File: src/rtl/regfile_dump.sv
// 32-entry dual-read, single-write register file with r0 hardwired to zero,
// plus a sequential dump engine that walks every register on a side port.
module regfile_dump #(
  parameter int unsigned WIDTH  = 32,
  parameter bit          BYPASS = 1'b0
) (
  input  logic             Clk,
  input  logic             Reset_n,
  input  logic [4:0]       ReadRegister1,
  input  logic [4:0]       ReadRegister2,
  output logic [WIDTH-1:0] ReadData1,
  output logic [WIDTH-1:0] ReadData2,
  input  logic [4:0]       WriteRegister,
  input  logic [WIDTH-1:0] WriteData,
  input  logic             RegWrite,
  input  logic             DumpStart,
  output logic             DumpBusy,
  output logic             DumpValid,
  output logic [4:0]       DumpAddr,
  output logic [WIDTH-1:0] DumpData,
  output logic             DumpDone
);

  typedef enum logic [1:0] {
    IDLE = 2'd0,
    RUN  = 2'd1,
    DONE = 2'd2
  } state_t;

  logic [WIDTH-1:0] regs [32];
  state_t           state, state_next;
  logic [4:0]       index, index_next;

  // Entry 0 is never written, so it stays at its reset value of zero.
  always_ff @(posedge Clk or negedge Reset_n) begin
    if (!Reset_n) begin
      regs <= '{default: '0};
    end else if (RegWrite && (WriteRegister != '0)) begin
      regs[WriteRegister] <= WriteData;
    end
  end

  function automatic logic [WIDTH-1:0] read_port(input logic [4:0] addr);
    logic [WIDTH-1:0] data;
    data = '0;
    if (addr != '0) begin
      if (BYPASS && RegWrite && (WriteRegister == addr))
        data = WriteData;
      else
        data = regs[addr];
    end
    return data;
  endfunction

  always_comb begin
    ReadData1 = read_port(ReadRegister1);
    ReadData2 = read_port(ReadRegister2);
  end

  always_ff @(posedge Clk or negedge Reset_n) begin
    if (!Reset_n) begin
      state <= IDLE;
      index <= '0;
    end else begin
      state <= state_next;
      index <= index_next;
    end
  end

  // Dump beats read stored contents only; bypass never applies to the dump port.
  always_comb begin
    state_next = state;
    index_next = index;
    DumpBusy   = 1'b0;
    DumpValid  = 1'b0;
    DumpAddr   = '0;
    DumpData   = '0;
    DumpDone   = 1'b0;
    unique case (state)
      IDLE: begin
        if (DumpStart) begin
          state_next = RUN;
          index_next = '0;
        end
      end
      RUN: begin
        DumpBusy   = 1'b1;
        DumpValid  = 1'b1;
        DumpAddr   = index;
        DumpData   = (index == '0) ? '0 : regs[index];
        index_next = index + 5'd1;
        if (index == 5'd31) state_next = DONE;
      end
      DONE: begin
        DumpBusy   = 1'b1;
        DumpDone   = 1'b1;
        state_next = IDLE;
      end
      default: state_next = IDLE;
    endcase
  end

endmodule

File: config.mk
export PLATFORM = sky130hd
export DESIGN_NAME = regfile_dump
export DESIGN_NICKNAME = d
export VERILOG_FILES = /design/src/rtl/regfile_dump.sv
export SDC_FILE = /design/constraint.sdc
export NUM_CORES = 2
export LEC_CHECK = 0
export BUFFER_PORTS_ARGS = -buffer_cell sky130_fd_sc_hd__buf_4
export CORE_MARGIN = 2
export CORE_UTILIZATION = 35
export CTS_CLUSTER_DIAMETER = 120
export DETAILED_ROUTE_END_ITERATION = 6
export PLACE_DENSITY = 0.6
export SYNTH_ARGS = -nofsm -noshare
export SYNTH_HDL_FRONTEND = slang
export SYNTH_SLANG_ARGS = --single-unit
export TNS_END_PERCENT = 20
File: constraint.sdc
create_clock -name Clk -period 3.3 [get_ports Clk]
set_clock_uncertainty 0.15 [all_clocks]
set_input_delay 0.165 -clock Clk [delete_from_list [all_inputs] [get_ports Clk]]
set_output_delay 0.165 -clock Clk [all_outputs]
set_load 0.02 [all_outputs]
==> impl_metrics.toml <==
[status]
status = "finished, violations left"
violations = "negative setup slack"

[die]
die_w_um = 426
die-area_um2 = 182000
top_level_ports = 155
start_util = 0.351
coreArea_um2 = 178000
fp-row-count = 155
die_h_um = 426

[global_routing]
antenna_found_initial = 12
grt_pass1_wl_um = 345000
grt_max_degree = 121
grt_pass1_vias = 45400
grt_usage = 0.263
grt_overflow = 0

[synth]
syn-num-nets = 4319
synth_top_family_by_area = "multiplexers"
synthSimpleGateAreaFrac = 0.0233
syn_inst = 4260
synth_fa_ha_area_frac = 0.00160
synth_area_um2 = 62400
ys_seq_elements = 1031
yosysSeqAreaShare = 0.413
ys_types = 43
synth_compound_area_frac = 0.0555
synth-xor-area-share = 0
syn_avg_cell_area_um2 = 14.7
synthMuxAreaShare = 0.468
ys_warn_count = 0

[clock_network]
cts_made_buffers = 114
clkLatencyLatePin_ns = 0.73
clk_pin_slew_ns = 0.06
clock_sinks = 1031
cts_tree = "yes"
clockRootBuffer = "clkbuf_16"
clk_path_buf_depth = 3
htree_levels = 3

[final_layout]
syn_to_final_growth_pct = 19.0
drive_above_1_share = 0.576
final_cell_mix = "1,086 x mux2_2, 1,026 x dfrtp_1, 652 x mux4_2"
fin_nets = 4480
fillCellCount = 16000
layout_commonest_cell = "mux2_2"
fin_util = 0.418

[timing]
hold_viol_final = 0
fmax_ghz = 0.288
fin_crit_ns = 3.47
fin_ws_ns = -0.173
rsz0062_at_grt = "yes"
finalSetupViolCount = 21
slew_violations = 0
fin_crit_sh = 1.05
fin_setup_tns_ns = -1.46
worst_slew_margin_rel = 0.150
worstMarginPinSlew_ns = 1.27

[hold_path]
holdPathStages = 4
hold_path_class = "in2reg"

[routing]
firstDrtPassIters = 5
antenna_left = 0
wl_um = 242000
routed_via_density = 6.58
drcViolationCount = 0
wire_per_inst_um = 35.2
num_vias = 45200
drt_iter0_markers = 5459

[placed_design]
dp_hpwl_um = 148000
port_buffers = 154
globalplace.congestion = 0.874

[worst_setup_path]
arrival_ns = 3.16
reg2regPathDepth = 10
path_class = "reg2out"
worstSetupStartpointType = "flip-flop"
critPathMaxFanout = 8
end_kind = "output port"
cp.required_ns = 2.98
regToRegSetupSlack_ns = 1.00

[power]
p_per_area_nw_per_um2 = 643
cellLeakagePower_uw = 0.0309
fin_total_pwr_uw = 47800
max-vdd-ir-drop_mv = 0.467

[run]
maxCapViolCount = 0
## report_power, final
group / total [µW] / internal, µW / switching (µW)
clock network: 14100 / 8420 / 5700
logic: 16100 / 9020 / 7040
registers: 17600 / 15100 / 2550
total: 47800 / 32500 / 15300
## metrics by stage
| step | std cells | area, µm² | setup WS (ns) | hold slack [ns] |
|---|---|---|---|---|
| 2_1_floorplan | 4260 | 62400 | 0.826 | -0.281 |
| 3_3_place_gp | 6545 | 68000 | -0.0627 | -0.00442 |
| 3_5_place_dp | 6545 | 68000 | 0.0148 | -0.00338 |
| 4_1_cts | 6867 | 74100 | -0.172 | 0.170 |
| 5_1_grt | 6871 | 74300 | -0.186 | 0.223 |
| 6_report | 6873 | 74300 | -0.173 | 0.229 |
## kinds of logic (layout without fill, tap and decap cells)
logic type	after synthesis	after routing
multiplexers	1970	1970
flip-flops	1031	1031
buffers and inverters	531	786
AO/OA/AOI/OAI	441	441
AND/OR/NAND/NOR	279	280
adder cells (fa/ha/maj)	8	8
other	0	2
## synth_stat cells, drive strengths merged
cell     instances  area share
nand3b           8     0.00096
a32o             7      0.0011
nand2b           6     0.00060
a221oi          34      0.0048
a31oi            2     0.00020
o21a             1     0.00012
a211o           32      0.0045
mux2i          232       0.037
and4b            1     0.00016
a211oi           6     0.00072
a22o            90       0.013
mux2          1086        0.20
nand2           59      0.0035
or3              1     0.00010
and3            38      0.0038
nor3            58      0.0046
o311a            1     0.00016
a21oi            9     0.00072
a22oi           51      0.0061
o221ai          34      0.0048
o21ai            5     0.00040
and2             6     0.00060
inv             11     0.00066
or3b             5     0.00070
or2              3     0.00030
nor2            27      0.0016
ha               8      0.0016
nand3           39      0.0031
clkbuf         288       0.017
nor3b            4     0.00048
and3b            2     0.00028
nor4b            1     0.00024
a2111oi         59      0.0083
nor4             7     0.00070
o22ai          110       0.011
mux4           652        0.24
dfrtp         1031        0.41
nor2b           14      0.0014
buf            232       0.020
## sequential cells by signal, summed over array words and instances, names as in the netlist
| name | flops |
|---|---|
| index | 5 |
| regs | 1024 |
| state | 2 |
## worst max-delay path, cell delays in order (launching register included)
cell and delay (ns):
dfrtp_4 0.45, buf_12 0.16, buf_16 0.16, buf_16 0.16
mux4_2 0.52, a22o_1 0.21, a211o_1 0.34, and3_4 0.25
buf_6 0.13
## repair_timing
| item | in CTS | in global routing |
|---|---|---|
| resized for setup | 158 | 39 |
| hold endpoints to repair | 1708 | 0 |
| pin swaps | 63 | 19 |
| endpoints found under the setup margin | 39 | 40 |
| hold buffers | 41 | 0 |
| buffers inserted | 50 | 5 |
| gates cloned | 20 | 0 |
## final timing paths
kind / start / endpoint
max: index[0] / DumpData[10]
min: WriteRegister[2] / regs[108]
max reg2reg: index[0] / state[1]
min reg2reg: regs[992] / regs[992]
max in group asynchronous: Reset_n / regs[919]
min in group asynchronous: Reset_n / state[0]
## per-layer routing
layer / share of wire / GRT usage / up-vias
met5: 0.00035 / 0 / -
met4: 0.067 / 0.162 / 14
met3: 0.095 / 0.0540 / 713
met2: 0.45 / 0.399 / 2845
met1: 0.38 / 0.347 / 24200
li1: - / - / 17400
## cell type report
cell class / count / area [µm²] / area share
clock buffer: 147 / 3180 / 0.0428
tap: 2355 / 2950 / 0.0397
timing repair buffer: 564 / 6390 / 0.0860
sequential: 1031 / 25800 / 0.347
inverter: 11 / 41.3 / 0.000556
clock inverter: 64 / 895 / 0.0120
antenna: 2 / 5.00 / 0.0000674
multi-input combinational: 2699 / 35000 / 0.471
Note: power is estimated with default switching activity, not from simulation.
